File: src/rtl/ps2_pad_decoder_if.sv
// Bundles the raw GPIO pad inputs and the decoded per-controller button outputs.
interface ps2_pad_decoder_if #(
    parameter int unsigned CODE_W  = 4,
    parameter int unsigned NUM_BTN = 10,
    parameter int unsigned SEL_W   = 1
);
    localparam int unsigned NUM_CTRL = 32'(1) << SEL_W;
    localparam int unsigned OUT_W    = NUM_CTRL * NUM_BTN;

    logic [CODE_W-1:0] code_in;
    logic [SEL_W-1:0]  sel_in;
    logic [OUT_W-1:0]  buttons;
    logic [OUT_W-1:0]  press_pulse;
    logic              code_err;

    modport master (
        output code_in, sel_in,
        input  buttons, press_pulse, code_err
    );

    modport slave (
        input  code_in, sel_in,
        output buttons, press_pulse, code_err
    );
endinterface

File: src/rtl/ps2_pad_decoder.sv
// Synchronises and debounces the {select, code} GPIO bus, then commits it into
// per-controller one-hot button vectors with press pulses and a bad-code pulse.
module ps2_pad_decoder #(
    parameter int unsigned CODE_W        = 4,
    parameter int unsigned NUM_BTN       = 10,
    parameter int unsigned SEL_W         = 1,
    parameter int unsigned STABLE_CYCLES = 500000
) (
    input  logic              clock,
    input  logic              reset,
    ps2_pad_decoder_if.slave  bus
);
    localparam int unsigned NUM_CTRL = 32'(1) << SEL_W;
    localparam int unsigned OUT_W    = NUM_CTRL * NUM_BTN;
    localparam int unsigned IN_W     = SEL_W + CODE_W;
    localparam int unsigned CNT_W    = $clog2(STABLE_CYCLES + 1);

    typedef enum logic [1:0] {
        ST_IDLE    = 2'd0,
        ST_COUNT   = 2'd1,
        ST_LATCHED = 2'd2
    } state_t;

    state_t             r_state;
    logic [IN_W-1:0]    r_sync1;
    logic [IN_W-1:0]    r_s;
    logic [IN_W-1:0]    r_s_prev;
    logic [CNT_W-1:0]   r_cnt;
    logic [OUT_W-1:0]   r_buttons;
    logic [OUT_W-1:0]   r_press;
    logic               r_err;

    logic [SEL_W-1:0]   w_sel;
    logic [CODE_W-1:0]  w_code;
    logic               w_stable;
    logic               w_code_bad;
    logic [NUM_BTN-1:0] w_slice;
    logic [OUT_W-1:0]   w_new_buttons;

    assign w_sel      = r_s[IN_W-1 -: SEL_W];
    assign w_code     = r_s[CODE_W-1:0];
    assign w_stable   = (r_s == r_s_prev);
    assign w_code_bad = (32'(w_code) > NUM_BTN);

    // Button vector that a commit of the current synchronised value would produce
    always_comb begin
        w_slice = '0;
        for (int b = 0; b < int'(NUM_BTN); b++) begin
            w_slice[b] = (32'(w_code) == 32'(b + 1));
        end
        w_new_buttons = r_buttons;
        if (!w_code_bad) begin
            w_new_buttons[32'(w_sel) * NUM_BTN +: NUM_BTN] = w_slice;
        end
    end

    always_ff @(posedge clock) begin
        if (reset) begin
            r_state   <= ST_IDLE;
            r_sync1   <= '0;
            r_s       <= '0;
            r_s_prev  <= '0;
            r_cnt     <= '0;
            r_buttons <= '0;
            r_press   <= '0;
            r_err     <= 1'b0;
        end else begin
            r_sync1  <= {bus.sel_in, bus.code_in};
            r_s      <= r_sync1;
            r_s_prev <= r_s;
            r_press  <= '0;
            r_err    <= 1'b0;

            case (r_state)
                ST_IDLE: begin
                    if (w_stable) begin
                        r_state <= ST_COUNT;
                        r_cnt   <= CNT_W'(1);
                    end else begin
                        r_cnt   <= '0;
                    end
                end
                ST_COUNT: begin
                    if (!w_stable) begin
                        r_cnt <= '0;
                    end else if (r_cnt == CNT_W'(STABLE_CYCLES - 1)) begin
                        // Stable long enough: commit once, then wait for the next change
                        r_buttons <= w_new_buttons;
                        r_press   <= w_new_buttons & ~r_buttons;
                        r_err     <= w_code_bad;
                        r_state   <= ST_LATCHED;
                    end else if (r_cnt != CNT_W'(STABLE_CYCLES)) begin
                        r_cnt <= r_cnt + CNT_W'(1);
                    end
                end
                ST_LATCHED: begin
                    if (!w_stable) begin
                        r_state <= ST_COUNT;
                        r_cnt   <= '0;
                    end
                end
                default: begin
                    r_state <= ST_IDLE;
                    r_cnt   <= '0;
                end
            endcase
        end
    end

    assign bus.buttons     = r_buttons;
    assign bus.press_pulse = r_press;
    assign bus.code_err    = r_err;
endmodule
File: src/flat_wrapper.sv
// flat-port wrapper written by rule: the top's interface ports become plain ports
module ps2_pad_decoder_flat 
#(
    parameter int unsigned CODE_W        = 4,
    parameter int unsigned NUM_BTN       = 10,
    parameter int unsigned SEL_W         = 1,
    parameter int unsigned STABLE_CYCLES = 500000
)
  (clock, reset, bus_code_in, bus_sel_in, bus_buttons, bus_press_pulse, bus_code_err);
  ps2_pad_decoder_if #(.CODE_W(CODE_W), .NUM_BTN(NUM_BTN), .SEL_W(SEL_W)) bus_i ();
  input  logic clock;
  input  logic reset;
  input wire logic [$bits(bus_i.code_in)-1:0] bus_code_in;
  input wire logic [$bits(bus_i.sel_in)-1:0] bus_sel_in;
  output wire logic [$bits(bus_i.buttons)-1:0] bus_buttons;
  output wire logic [$bits(bus_i.press_pulse)-1:0] bus_press_pulse;
  output wire logic [$bits(bus_i.code_err)-1:0] bus_code_err;
  assign bus_i.code_in = bus_code_in;
  assign bus_i.sel_in = bus_sel_in;
  assign bus_buttons = bus_i.buttons;
  assign bus_press_pulse = bus_i.press_pulse;
  assign bus_code_err = bus_i.code_err;
  ps2_pad_decoder #(.CODE_W(CODE_W), .NUM_BTN(NUM_BTN), .SEL_W(SEL_W), .STABLE_CYCLES(STABLE_CYCLES)) u_core (.clock(clock), .reset(reset), .bus(bus_i));
endmodule
File: config.mk
export PLATFORM = sky130hd
export DESIGN_NAME = ps2_pad_decoder_flat
export DESIGN_NICKNAME = d
export VERILOG_FILES = /design/src/rtl/ps2_pad_decoder_if.sv /design/src/rtl/ps2_pad_decoder.sv /design/src/flat_wrapper.sv
export SDC_FILE = /design/constraint.sdc
export NUM_CORES = 1
export LEC_CHECK = 0
export ABC_AREA = 1
export ABC_CLOCK_PERIOD_IN_PS = 2300
export BUFFER_PORTS_ARGS = -buffer_cell sky130_fd_sc_hd__buf_2
export CAP_MARGIN = 20
export CORE_UTILIZATION = 40
export CTS_CLUSTER_SIZE = 8
export DETAILED_ROUTE_END_ITERATION = 10
export SLEW_MARGIN = 20
export SYNTH_ARGS = -nofsm -noshare
export SYNTH_HDL_FRONTEND = slang
export SYNTH_SLANG_ARGS = --single-unit
File: constraint.sdc
create_clock -name clock -period 2.3 [get_ports clock]
set_input_delay 0 -clock clock [delete_from_list [all_inputs] [get_ports clock]]
set_output_delay 0 -clock clock [all_outputs]
set_load 0.01 [all_outputs]
=== Word level (Yosys, flattened, before mapping) ===
Index checks and enable logic that the tools add are counted.

* $add $sub $neg: 2
* Multiply operators: 1
* Divide/modulo/power cells: 0
* $lt $le $gt $ge: 1
* Equality and inequality tests: 21
* Shift-type cells: 2
* Multiplexer cells: 13
* Bitwise operators: 5
* Reductions and logical operators: 5

{| class="wikitable"
|+ Operator list
! kind !! number
|-
| two-way mux 19 bit || 4
|-
| one-hot mux 19 bit (3 select lines) || 1
|-
| negation 5 -> 34 bit || 1
|-
| variable shift 10 x 34 -> 20 bit (first input constant) || 1
|-
| indexed part select 10 x 34 -> 20 bit || 1
|-
| bitwise AND 20 bit || 1
|-
| bitwise mux 20 bit || 1
|-
| two-way mux 20 bit || 1
|-
| NOT 20 bit || 1
|-
| adder 19 x 1 -> 19 bit (second input constant) || 1
|-
| == test 19 bit (second input constant) || 1
|-
| inequality test 19 bit (second input constant) || 1
|-
| == test 4 x 3 -> 1 bit (second input constant) || 4
|-
| == test 4 bit (second input constant) || 3
|-
| == test 4 x 2 -> 1 bit (second input constant) || 2
|-
| two-way mux 2 bit || 4
|-
| inequality test 2 x 1 -> 1 bit (second input constant) || 3
|-
| inequality test 3 bit (second input constant) || 2
|-
| one-hot mux 2 bit (3 select lines) || 1
|-
| AND reduction 3 bit || 2
|-
| == test 5 bit || 1
|-
| == test 4 x 1 -> 1 bit (second input constant) || 1
|-
| greater-than comparator 4 bit (second input constant) || 1
|-
| multiplier 1 x 3 -> 4 bit (second input constant) || 1
|-
| other kinds (8) || 10
|}

* Register bits after elaboration: 77
* Latch bits: 0
* RAM bits: 0
* Bits in read-only memories: 0
* Input port bits: 7
* Output and inout port bits: 41
* Word-level logic and storage cells: 58
* Memories: 0

=== Longest topological paths before layout ===
* Depth after elaboration: 6
* Depth in mapped cells: 13
* Gate-level depth less buffers: 12

=== Worst setup path before layout ===
Ideal clock, no wire load.

* Kind: reg2reg
* Start: register u_core.r_cnt[0]
* End: register u_core.r_press[10] (netlist: u_core.bus.press_pulse[10])
* Data arrival time: 1.609 ns
* Required time: 2.227 ns
* Setup slack: 0.618 ns
* Stages on the path, launching flop included: 11
* Clock period less this slack: 1.682 ns
* Cell sequence: dfxtp_1 ha_1 inv_1 nor2_4 nand2_1 nor2_4 nand2_4 nor2_8 nand2_4 buf_6 nor3_2

* Word-level cells in the longest chain between the ends: 3

{| class="wikitable"
|+ RTL lines
! what !! RTL line !! text
|-
| from (decl) || ps2_pad_decoder.sv:28 || <nowiki>logic [CNT_W-1:0] r_cnt;</nowiki>
|-
| from (signal assigned) || ps2_pad_decoder.sv:93 || <nowiki>r_cnt <= r_cnt + CNT_W'(1);</nowiki>
|-
| == test 19 bit || ps2_pad_decoder.sv:86 || <nowiki>end else if (r_cnt == CNT_W'(STABLE_CYCLES - 1)) begin</nowiki>
|-
| NOT 1 bit (no line) || -- ||
|-
| OR reduction 4 bit (no line) || -- ||
|-
| to (signal assigned) || ps2_pad_decoder.sv:89 || <nowiki>r_press <= w_new_buttons & ~r_buttons;</nowiki>
|-
| to (decl) || ps2_pad_decoder.sv:30 || <nowiki>logic [OUT_W-1:0] r_press;</nowiki>
|}

No other way between the ends.
A chain may end at the register's enable or synchronous reset.

=== Worst setup path after layout ===
* Start: register u_core.r_cnt[0]
* End: register u_core.r_buttons[6] (netlist: u_core.bus.buttons[6])

* Word-level cells in the longest chain between the ends: 2

{| class="wikitable"
|+ RTL lines
! what !! RTL line !! text
|-
| == test 19 bit || ps2_pad_decoder.sv:86 ||
|-
| AND reduction 3 bit (no line) || -- ||
|-
| to (signal assigned) || ps2_pad_decoder.sv:88 || <nowiki>r_buttons <= w_new_buttons;</nowiki>
|-
| to (decl) || ps2_pad_decoder.sv:29 || <nowiki>logic [OUT_W-1:0] r_buttons;</nowiki>
|}

No other way between the ends.

==> impl_metrics.ini <==
[floorplanning]
initial_utilization_pct = 41.3
core_um2 = 8680
row_count = 34
fp.dieW_um = 96.7
dieArea_um2 = 9340
die_h_um = 96.7
num_io_pins = 48

[sta]
max_freq_ghz = 0.487
finalSetupViolCount = 0
slew_headroom_pct = 49.5
rsz0062_at_grt = no
clock_skew_ns = 0.0151
hold_violations = 0
tns_ns = 0
timing.final.crit_share_pct = 89.2
slew_violations = 0
worst_pin_slew_ns = 0.754
layout_min_cycle_time_ns = 2.05

[yosys]
synth_flop_cell = dfxtp_1
async_flop_share_pct = 0
netlist_instances = 495
yosys_warnings = 0
yosys.area.top_type_share_pct = 43.0
synth-seq-cells = 77
syn_area_um2 = 3580
synthTopCellsByCount = 114 x nand2_1, 77 x dfxtp_1, 75 x nor2_1
syn-num-nets = 504
synthDistinctLibCells = 33
yosysSeqAreaShare_pct = 43.0
yosys.area.top_type = dfxtp_1
yosysMostFrequentCell = nand2_1
avgSynthCellArea_um2 = 7.24
yosys-top-cells-area = dfxtp_1 43%, nand2_1 12%, nor2_1 7.9%
synth_edf_count = 0

[route]
drt_pass1_iterations = 5
drt_wl_total_um = 8310
drc = 0
drtAntennaViolNets = 0
via_per_inst = 4.93
via_count = 3250
drt_iter0_drc = 162
post_drt_wl_per_cell_um = 12.6

[layout]
drive_above_1_share_pct = 17.6
diodes = 0
area_growth_pct = 14.9
post-route-util_pct = 47.4
nets = 556

[setup_path]
worstSetupStartpointType = register
criticalPathCategory = register to register
regToRegEndpoint = u_core.bus.buttons[6]
r2r-start = u_core.r_cnt[0]
cp-startpoint = u_core.r_cnt[0]
worst_setup_path_end_kind = register
rr_worst_depth = 11
cp-endpoint = u_core.bus.buttons[6]
critPathRequiredTime_ns = 2.57
arrival_ns = 2.32
rrSetupSlack_ns = 0.25
crit_fanout = 17

[clocking]
numCtsBuffers = 9
clk_latency_ns = 0.35
cts_root_buf = clkbuf_8
post_cts_buffers = 0
clockBufferDepth = 2
tritoncts = yes
htreeDepth = 3
cts.clk_slew.worst_paths_ns = 0.08
cts_sinks = 77

[run]
maxCapViolCount = 0

[power_and_ir_drop]
powerDensity_nw_per_um2 = 610
ir_drop_uv = 354
p_int_uw = 1880
power.leakage_uw = 0.00174
p_sw_share_pct = 24.9
combPwrFrac_pct = 6.3
p_seq_share_pct = 54.0
pwr-share-clk_pct = 39.7
power_switching_uw = 626

[worst_hold_path]
hp-class = input port to register

[global_route]
grt_max_degree = 48
antenna_found_initial = 0
first_global_vias = 3003
grt_pass1_wl_um = 14300
overflow = 0
grt_usage_pct = 19.0

[placed_design]
gp_congestion = 0.851
place_hpwl_um = 5970
portBuffers = 47

[run_status]
status = complete, no violations
[routing by layer]
metal | wire (um) | vias to the layer above | GRT usage, %
met5 | 0 | - | 0
met4 | 50 | 0 | 7.12
li1 | - | 1668 | -
met2 | 3850 | 60 | 29.8
met3 | 361 | 4 | 4.55
met1 | 4050 | 1518 | 25.3
[worst min-delay path by stage]
| stage | startpoint | end | slack [ns] | depth (start not counted) |
|---|---|---|---|---|
| after floorplan | reset | u_core.r_s_prev[4] | 0.1 | 1 |
| after global placement | bus_code_in[2] | u_core.r_sync1[2] | 0.20 | 3 |
| after detailed placement | bus_code_in[3] | u_core.r_sync1[3] | 0.21 | 3 |
| after CTS | reset | u_core.r_cnt[17] | 0.16 | 4 |
| after global routing | reset | u_core.r_cnt[17] | 0.21 | 4 |
| final | reset | u_core.r_cnt[17] | 0.20 | 4 |
[power groups by stage]
stage / registers [uW] / logic (uW) / clock network [uW]
floorplan: 1380 / 115 / 0
global placement: 1390 / 149 / 0
detailed placement: 1390 / 151 / 0
CTS: 1360 / 158 / 1030
global route: 1360 / 176 / 1100
finish: 1360 / 157 / 996
[stage by stage]
stage,instances,hold slack [ns],instance area (um2),worst slack (ns),power [uW]
finish,659,0.198,4120,0.248,2510
detailed placement,639,0.206,3870,0.235,1540
CTS,659,0.160,4110,0.209,2540
floorplan,495,0.0959,3580,0.618,1500
global route,659,0.209,4120,0.0244,2630
global placement,639,0.202,3870,0.308,1540
[what timing repair did]
| item | CTS | global route |
|---|---|---|
| gates resized for setup | 0 | 1 |
| setup endpoints to repair | 0 | 2 |
| hold endpoints to repair | 5 | 0 |
| hold buffers | 5 | 0 |
[flip-flops by register name, summed over array words and instances (netlist names)]
register                flops
u_core.r_cnt               19
u_core.r_sync1              5
u_core.bus.press_pulse     20
u_core.r_s                  5
u_core.bus.buttons         20
u_core.r_s_prev             5
u_core.r_state              2
u_core.bus.code_err         1
[critical path, stage by stage, from the launching register on]
cell     delay [ns]
dfxtp_1        0.37
ha_1           0.24
inv_1          0.12
nor2_4         0.17
nand2_1        0.11
nor2_4         0.18
nand2_4        0.09
nor2_8         0.24
nand2_8        0.16
nor2_2         0.14
nand2_1        0.08
o21ai_0        0.08
[cell usage in the layout, fill, tap and decap left out, drive strengths merged, types with 3 or more instances in the layout]
master | synthesis | final
o21a | 3 | 3
xor2 | 8 | 8
nand3 | 42 | 42
dlygate4sd3 | 0 | 5
o21ai | 15 | 15
nor3 | 22 | 22
nand2 | 121 | 121
nor2 | 84 | 84
a21oi | 34 | 34
clkinv | 1 | 5
nand4 | 7 | 7
dfxtp | 77 | 77
clkbuf | 5 | 9
inv | 56 | 56
buf | 9 | 50
xnor2 | 3 | 3
[cell type report]
| class | instances | area (um2) |
|---|---|---|
| clock buffer | 9 | 124 |
| sequential | 77 | 1540 |
| timing repair buffer | 55 | 308 |
| clock inverter | 6 | 65.1 |
| inverter | 57 | 214 |
| multi-input combinational | 347 | 1730 |
| fill | 930 | 4560 |
| tap | 108 | 135 |
[cells by family (layout without fill, tap and decap cells)]
family,after synthesis,in the layout,synth area share [%]
flops,77,77,43.0
xor+xnor,11,11,2.69
compound gates,56,56,8.31
buf+inv,71,127,8.94
simple gates,278,278,36.3
fa+ha+maj,2,2,0.698
Power figures use the tool's default switching activity.
